$ cat src/rtl/receptor_pkg.sv
// rtl/receptor_pkg.sv - symbol byte values and control codes shared by receptor and transmitter mux
package receptor_pkg;

  localparam logic [7:0] SYM_COM  = 8'hBC;
  localparam logic [7:0] SYM_SKP  = 8'h1C;
  localparam logic [7:0] SYM_STP  = 8'hFB;
  localparam logic [7:0] SYM_SDP  = 8'h5C;
  localparam logic [7:0] SYM_END  = 8'hFD;
  localparam logic [7:0] SYM_EDB  = 8'hFE;
  localparam logic [7:0] SYM_FTS  = 8'h3C;
  localparam logic [7:0] SYM_IDLE = 8'h7C;

  // Same numbering as the transmitter's control_dk
  typedef enum logic [3:0] {
    CTRL_DATA = 4'd0,
    CTRL_COM  = 4'd1,
    CTRL_SKP  = 4'd2,
    CTRL_STP  = 4'd3,
    CTRL_SDP  = 4'd4,
    CTRL_END  = 4'd5,
    CTRL_EDB  = 4'd6,
    CTRL_FTS  = 4'd7,
    CTRL_IDLE = 4'd8
  } ctrl_code_t;

  typedef enum logic {
    OUT_PKT = 1'b0,
    IN_PKT  = 1'b1
  } frame_state_t;

  function automatic ctrl_code_t classify(input logic [7:0] b);
    case (b)
      SYM_COM:  classify = CTRL_COM;
      SYM_SKP:  classify = CTRL_SKP;
      SYM_STP:  classify = CTRL_STP;
      SYM_SDP:  classify = CTRL_SDP;
      SYM_END:  classify = CTRL_END;
      SYM_EDB:  classify = CTRL_EDB;
      SYM_FTS:  classify = CTRL_FTS;
      SYM_IDLE: classify = CTRL_IDLE;
      default:  classify = CTRL_DATA;
    endcase
  endfunction

endpackage

$ cat src/rtl/receptor_unstriping.sv
// rtl/receptor_unstriping.sv - one-word holding buffer issuing lane0..lane3 one byte per enabled cycle
module receptor_unstriping (
  input  logic       clk,
  input  logic       rst,
  input  logic       enb,
  input  logic [7:0] rx_lane0,
  input  logic [7:0] rx_lane1,
  input  logic [7:0] rx_lane2,
  input  logic [7:0] rx_lane3,
  input  logic       rx_ValidE,
  output logic       rx_Ready,
  output logic       issue_valid,
  output logic [7:0] issue_byte
);

  logic [3:0][7:0] hold;
  logic            full;
  logic [1:0]      ptr;
  logic            accept;

  // Reloading while lane3 leaves keeps words back-to-back without a bubble
  assign rx_Ready    = rst & enb & (~full | (ptr == 2'd3));
  assign accept      = rx_Ready & rx_ValidE;
  assign issue_valid = enb & full;
  assign issue_byte  = hold[ptr];

  always_ff @(posedge clk or negedge rst) begin
    if (!rst) begin
      hold <= '0;
      full <= 1'b0;
      ptr  <= 2'd0;
    end else if (accept) begin
      hold <= {rx_lane3, rx_lane2, rx_lane1, rx_lane0};
      full <= 1'b1;
      ptr  <= 2'd0;
    end else if (issue_valid) begin
      ptr <= ptr + 2'd1;
      if (ptr == 2'd3) begin
        full <= 1'b0;
      end
    end
  end

endmodule

$ cat src/rtl/receptor.sv
// rtl/receptor.sv - unstripes four-lane words and frames packets from the control-symbol stream
module receptor (
  input  logic       clk,
  input  logic       rst,
  input  logic       enb,
  input  logic [7:0] rx_lane0,
  input  logic [7:0] rx_lane1,
  input  logic [7:0] rx_lane2,
  input  logic [7:0] rx_lane3,
  input  logic       rx_ValidE,
  output logic       rx_Ready,
  output logic [7:0] rx_DataS,
  output logic       rx_ValidS,
  output logic [3:0] rx_CtrlS,
  output logic       rx_CtrlValid,
  output logic       rx_PktStart,
  output logic       rx_PktEnd,
  output logic       rx_PktBad,
  output logic       rx_Err
);
  import receptor_pkg::*;

  frame_state_t state, state_nxt;
  logic         issue_valid;
  logic [7:0]   issue_byte;
  ctrl_code_t   code;

  logic [7:0] data_nxt;
  logic [3:0] ctrl_nxt;
  logic       valid_nxt, cv_nxt, start_nxt, end_nxt, bad_nxt, err_nxt;

  receptor_unstriping unstriping (
    .clk         (clk),
    .rst         (rst),
    .enb         (enb),
    .rx_lane0    (rx_lane0),
    .rx_lane1    (rx_lane1),
    .rx_lane2    (rx_lane2),
    .rx_lane3    (rx_lane3),
    .rx_ValidE   (rx_ValidE),
    .rx_Ready    (rx_Ready),
    .issue_valid (issue_valid),
    .issue_byte  (issue_byte)
  );

  assign code = classify(issue_byte);

  always_ff @(posedge clk or negedge rst) begin
    if (!rst) begin
      state <= OUT_PKT;
    end else begin
      state <= state_nxt;
    end
  end

  // Without an issued byte everything holds and every pulse/valid drops
  always_comb begin
    state_nxt = state;
    data_nxt  = rx_DataS;
    ctrl_nxt  = rx_CtrlS;
    valid_nxt = 1'b0;
    cv_nxt    = 1'b0;
    start_nxt = 1'b0;
    end_nxt   = 1'b0;
    bad_nxt   = 1'b0;
    err_nxt   = 1'b0;
    if (issue_valid) begin
      ctrl_nxt = code;
      case (state)
        OUT_PKT: begin
          case (code)
            CTRL_STP, CTRL_SDP: begin
              state_nxt = IN_PKT;
              start_nxt = 1'b1;
              cv_nxt    = 1'b1;
            end
            CTRL_COM, CTRL_SKP, CTRL_FTS, CTRL_IDLE: cv_nxt = 1'b1;
            default: err_nxt = 1'b1;
          endcase
        end
        IN_PKT: begin
          case (code)
            CTRL_END: begin
              state_nxt = OUT_PKT;
              end_nxt   = 1'b1;
              cv_nxt    = 1'b1;
            end
            CTRL_EDB: begin
              state_nxt = OUT_PKT;
              end_nxt   = 1'b1;
              bad_nxt   = 1'b1;
              cv_nxt    = 1'b1;
            end
            CTRL_STP, CTRL_SDP: begin
              err_nxt   = 1'b1;
              start_nxt = 1'b1;
              cv_nxt    = 1'b1;
            end
            default: begin
              ctrl_nxt  = CTRL_DATA;
              data_nxt  = issue_byte;
              valid_nxt = 1'b1;
            end
          endcase
        end
      endcase
    end
  end

  always_ff @(posedge clk or negedge rst) begin
    if (!rst) begin
      rx_DataS     <= 8'h00;
      rx_CtrlS     <= 4'd0;
      rx_ValidS    <= 1'b0;
      rx_CtrlValid <= 1'b0;
      rx_PktStart  <= 1'b0;
      rx_PktEnd    <= 1'b0;
      rx_PktBad    <= 1'b0;
      rx_Err       <= 1'b0;
    end else begin
      rx_DataS     <= data_nxt;
      rx_CtrlS     <= ctrl_nxt;
      rx_ValidS    <= valid_nxt;
      rx_CtrlValid <= cv_nxt;
      rx_PktStart  <= start_nxt;
      rx_PktEnd    <= end_nxt;
      rx_PktBad    <= bad_nxt;
      rx_Err       <= err_nxt;
    end
  end

endmodule

$ cat config.mk
export PLATFORM = sky130hd
export DESIGN_NAME = receptor
export DESIGN_NICKNAME = d
export VERILOG_FILES = /design/src/rtl/receptor_pkg.sv /design/src/rtl/receptor_unstriping.sv /design/src/rtl/receptor.sv
export SDC_FILE = /design/constraint.sdc
export NUM_CORES = 1
export LEC_CHECK = 0
export ABC_AREA = 1
export CORE_ASPECT_RATIO = 0.7
export CORE_MARGIN = 3
export CORE_UTILIZATION = 30
export CTS_CLUSTER_SIZE = 10
export DETAILED_ROUTE_END_ITERATION = 6
export PLACE_DENSITY_LB_ADDON = 0.12
export SYNTH_ARGS = -nofsm -noshare
export SYNTH_HDL_FRONTEND = slang
export SYNTH_HIERARCHICAL = 1
export SYNTH_SLANG_ARGS = --single-unit
$ cat constraint.sdc
create_clock -name clk -period 2.6 [get_ports clk]
set_clock_uncertainty 0.1 [all_clocks]
set_input_delay 0.52 -clock clk [delete_from_list [all_inputs] [get_ports clk]]
set_output_delay 0.52 -clock clk [all_outputs]
set_load 0.005 [all_outputs]
; ---- Yosys cells after proc, flatten, opt, wreduce, memory -nomap -nowiden
; Cells that the tools add are included.
; Widths: inputs -> output; s select.
[totals]
in_bits = 36
n_memories = 0
latchBits = 0
ram_bits = 0
output_inout_bits = 19
romBits = 0
register_bits = 54
[classes]
n_addsub = 1
multipliers = 0
bitwise_logic = 8
reduce_logical = 8
magnitude_cmp = 1
n_div = 0
shift = 0
n_eq_ne = 17
muxes = 30
[op_table]
columns = operator, n
row1 = $eq 8x8->1 const B, 4
row2 = $pmux 4 s8, 1
row3 = $mux 1, 20
row4 = $bmux 8 s2, 1
row5 = $eq 4x3->1 const B, 4
row6 = $eq 8x7->1 const B, 2
row7 = $eq 4x2->1 const B, 2
row8 = $eq 8x5->1 const B, 1
row9 = $eq 8x6->1 const B, 1
row10 = $mux 4, 2
row11 = $mux 8, 1
row12 = $pmux 1 s2, 3
row13 = $reduce_or 6->1, 1
row14 = $and 1x1->1, 4
row15 = $eq 4x1->1 const B, 1
row16 = $eq 4x4->1 const B, 1
row17 = $mux 2, 2
row18 = $reduce_bool 2->1, 2
row19 = $reduce_or 2->1, 2
row20 = $reduce_or 4->1, 1
row21 = $lt 2x3->1 const B, 1
row22 = $not 1->1, 3
row23 = $reduce_and 3->1, 1
row24 = $add 2x1->2 const B, 1
row25 = other kinds (3), 3

; ---- Logic depth before layout (Yosys ltp)
[logic_depth]
depth_word = 9
ltp_mapped = 14
depth_no_buf = 13

; ---- By module
; The synthesis kept the hierarchy.
[by_module_without_submodules]
columns = module, seq_area_each_um2, instances, area_each_um2, cells_each
row1 = receptor_unstriping, 875.8, 1, 1813.0, 228
row2 = receptor, 475.5, 1, 1098.6, 143

; ---- Least setup slack after synthesis
; No wires, ideal clock.
[synth_timing]
path_kind = flip-flop to flip-flop
startpoint = register unstriping.ptr[0]
endpoint = register rx_DataS[7]
arrival_time_ns = 1.720
synth_period_minus_slack_ns = 1.937
stages_incl_launch_ff = 13
n_path_buf = 2
setup_time_ns = 0.117
setup_slack_ns = 0.663
cell_sequence = dfrtp_1 -> buf_2 -> buf_2 -> o211ai_1 -> nand2_1 -> nand2_2 -> nor2_8 -> nand2_4 -> nand2_4 -> nor2_8 -> nand3_4 -> nand2_1 -> nand2_1
[synth_between]
elab_chain_cells = 8
[synth_rtl]
columns = element, line_no
row1 = from (decl), receptor_unstriping.sv:18  ; logic [1:0] ptr;
row2 = from (signal assigned), receptor_unstriping.sv:37  ; ptr <= ptr + 2'd1;
row3 = $bmux 8 s2 (*), receptor_unstriping.sv:25  ; assign issue_byte = hold[ptr];
row4 = $mux 8 (not written as such) (*), receptor_unstriping.sv:25
row5 = via issue_byte[5], receptor.sv:25  ; logic [7:0] issue_byte;
row6 = $eq 8x7->1 (tied with other cells), receptor_pkg.sv:32  ; case (b)
row7 = $pmux 4 s8 (*), receptor_pkg.sv:32
row8 = $eq 4x2->1 / $eq 4x3->1 (equally long branches), receptor.sv:82  ; case (code)
row9 = $reduce_or 4->1 (no source line) (*), n/a
row10 = $not 1->1 (no source line) (*), n/a
row11 = $reduce_and 3->1 (no source line) (*), n/a
row12 = to (signal assigned), receptor.sv:121  ; rx_DataS <= data_nxt;
row13 = to (decl), receptor.sv:12  ; output logic [7:0] rx_DataS,
; The timed path passes the listed nets; every way through them passes the cells marked *. The select of a mux whose other input is x is not followed.
; A chain may end at the register's enable or synchronous reset.

; ---- Final worst setup path
[layout_timing]
startpoint = register unstriping.ptr[0]
endpoint = output port rx_Ready
[layout_between]
elab_chain_cells = 3
[layout_rtl]
columns = element, line_no
row1 = $eq 2x2->1, receptor_unstriping.sv:22  ; assign rx_Ready = rst & enb & (~full | (ptr == 2'd3));
row2 = $or 1x1->1, receptor_unstriping.sv:22
row3 = $and 1x1->1, receptor_unstriping.sv:22
row4 = to (decl), receptor.sv:11  ; output logic rx_Ready,
; No other way between the ends.

==> impl_metrics.py <==
metrics = {
    "run_status": {
        "status": "complete, no violations",
    },
    "cells_and_area": {
        "finalNonFillerCells": 544,
        "final_common_cell": "nand2_1",
        "area_delta_synth_final_pct": 27.1,
        "diodes": 0,
        "fin_nets": 456,
        "final_cell_mix": "nand2_1, dfrtp_1, clkdlybuf4s50_1",
        "fillers": 942,
        "final_cell_area_um2": 3700,
        "drive_gt1_share_pct": 10.0,
    },
    "synthesis": {
        "synthCells": 371,
        "ys_types": 23,
        "ys_seq_area_share_pct": 46.4,
        "synth_top_area_share_pct": 46.4,
        "syn_area_um2": 2910,
        "ys_warn_count": 6,
        "syn_avg_cell_area_um2": 7.85,
        "yosysTopAreaCell": "dfrtp_1",
        "synth_area_leaders": "dfrtp_1, nand2_1, nand4_1, o211ai_1, inv_1",
        "ys_ff_latch": 54,
        "syn_nets": 408,
    },
    "setup_path": {
        "crit_path_end_kind": "primary output",
        "cp_max_fo": 34,
        "cp.arrival_ns": 1.76,
        "crit_path_start_kind": "flip-flop",
        "worstPathRequired_ns": 1.98,
        "worstSetupPathType": "reg -> out",
        "r2r_slack_ns": 0.44,
    },
    "global_routing": {
        "grt-ovfl-total": 0,
        "grt_pass1_vias": 2364,
        "grt_max_degree": 55,
        "antenna_found_initial": 0,
        "grt_pass1_wl_um": 12100,
        "grt.total_usage_pct": 14.1,
    },
    "timing": {
        "whs_ns": 0.274,
        "finalMaxSlewViolations": 0,
        "fin_crit_ns": 2.38,
        "rsz0062_at_grt": "no",
        "slew_headroom_pct": 54.3,
        "fin_crit_sh_pct": 91.5,
        "setup_tns_ns": 0,
        "hold_violations": 0,
        "setup_violations": 0,
        "max_freq_ghz": 0.420,
        "tightest_slew_ns": 0.685,
    },
    "detailed_routing": {
        "vias": 2457,
        "drt.antenna.violating_nets": 0,
        "routedWlPerCell_um": 13.1,
        "drtIter0Drc": 184,
        "postRouteWirelength_um": 7140,
        "drc": 0,
        "drt_pass1_iterations": 4,
        "drt-vias-per-instance": 4.52,
    },
    "clock_network": {
        "cts_resized": 0,
        "clockRootBuffer": "clkbuf_16",
        "cts_hold_buf": 0,
        "clock_latency_ns": 0.29,
        "cts_tree": "done",
        "path_clk_slew_ns": 0.07,
        "cts_made_buffers": 5,
        "cts.sinks": 54,
        "cts_buffer_depth": 2,
        "htreeDepth": 2,
        "post-cts-setup-buffer-count": 0,
    },
    "place": {
        "dp.cells": 536,
        "port_buffers": 54,
        "hpwl_um": 5250,
        "gp_congestion": 0.793,
        "place_area_um2": 3550,
    },
    "floorplan": {
        "die_h_um": 88.4,
        "fp.coreArea_um2": 9250,
        "num_rows": 29,
        "die_w_um": 124,
        "io_pins": 55,
        "initial_utilization_pct": 31.5,
        "die-area_um2": 10900,
    },
    "flow_run": {
        "drv_cap": 0,
    },
    "worst_hold_path": {
        "hp-class": "in -> async",
    },
    "power_and_ir_drop": {
        "ir_drop_v": 0.000354,
        "power_leakage_uw": 0.00191,
        "powerDensity_nw_per_um2": 1010,
        "power_uw": 3730,
    },
}
## state kept, by name (all words and copies together) (netlist names), 2 cells and up
signal           cells
rx_DataS             8
unstriping/ptr       2
rx_CtrlS             4
unstriping/hold     32
## cell type report
class,instances,area [µm²],area share [%]
Clock buffer,7,143,3.86
Timing Repair Buffer,63,616,16.6
Multi-Input combinational cell,259,1290,35.0
Tap cell,124,155,4.19
Clock inverter,1,5.00,0.135
Sequential cell,54,1350,36.5
Inverter,36,136,3.69
## path summary, 6_finish.rpt
path                                                  from                              end  cells after the start
max                          unstriping/ptr[0]$_DFFE_PN0P_                         rx_Ready                      7
min                                                    rst    unstriping/ptr[0]$_DFFE_PN0P_                      2
max reg2reg                  unstriping/ptr[0]$_DFFE_PN0P_          rx_DataS[1]$_DFFE_PN0P_                     11
min reg2reg                unstriping/hold[14]$_DFFE_PN0P_  unstriping/hold[14]$_DFFE_PN0P_                      2
max in group asynchronous                              rst   unstriping/hold[4]$_DFFE_PN0P_                      2
min in group clk           unstriping/hold[14]$_DFFE_PN0P_  unstriping/hold[14]$_DFFE_PN0P_                      2
## metal layers
| layer | track usage (%) | vias to the layer above | routed length, µm |
|---|---|---|---|
| li1 | - | 1296 | - |
| met4 | 3.32 | 0 | 49 |
| met2 | 17.9 | 50 | 2630 |
| met1 | 23.4 | 1106 | 4030 |
| met3 | 3.19 | 5 | 428 |
| met5 | 0 | - | 0 |
## stage by stage
stage          utilization (%)  setup slack, ns
2_1_floorplan                -            0.663
3_3_place_gp              38.4            0.239
3_5_place_dp              38.4            0.234
4_1_cts                   40.0            0.200
5_1_grt                   40.0           0.0991
6_report                  40.0            0.222
## power breakdown
| part | total, µW | internal, µW | switching [µW] |
|---|---|---|---|
| registers | 1380 | 1170 | 209 |
| clock network | 674 | 383 | 291 |
| logic | 1670 | 632 | 1040 |
## cells by family (layout without fill, tap and decap cells)
kind of cell	count (synthesis)	in the layout	share of synthesized area, %
flip-flops	54	54	46.4
adder cells (fa/ha/maj)	1	1	0.430
buffers and inverters	58	107	9.15
AO/OA/AOI/OAI	20	20	4.94
XOR/XNOR	1	1	0.301
AND/OR/NAND/NOR	237	237	38.8
## worst max-delay path, cell delays in order, from the launching register on
cell	delay, ns
dfrtp_1	0.37
buf_12	0.19
ha_1	0.19
inv_1	0.05
nand2_2	0.05
nand2_1	0.07
inv_1	0.05
clkdlybuf4s50_1	0.49
## synth_stat cells (all sizes together)
library cell and n:
clkinv 1, nand3 5, nor2 26, a21oi 1, o21ai 3, xor2 1, nand4 42, o211ai 16
buf 21, inv 35, nand2 164, clkbuf 1, dfrtp 54, ha 1
Note: power is estimated with default switching activity, not from simulation.
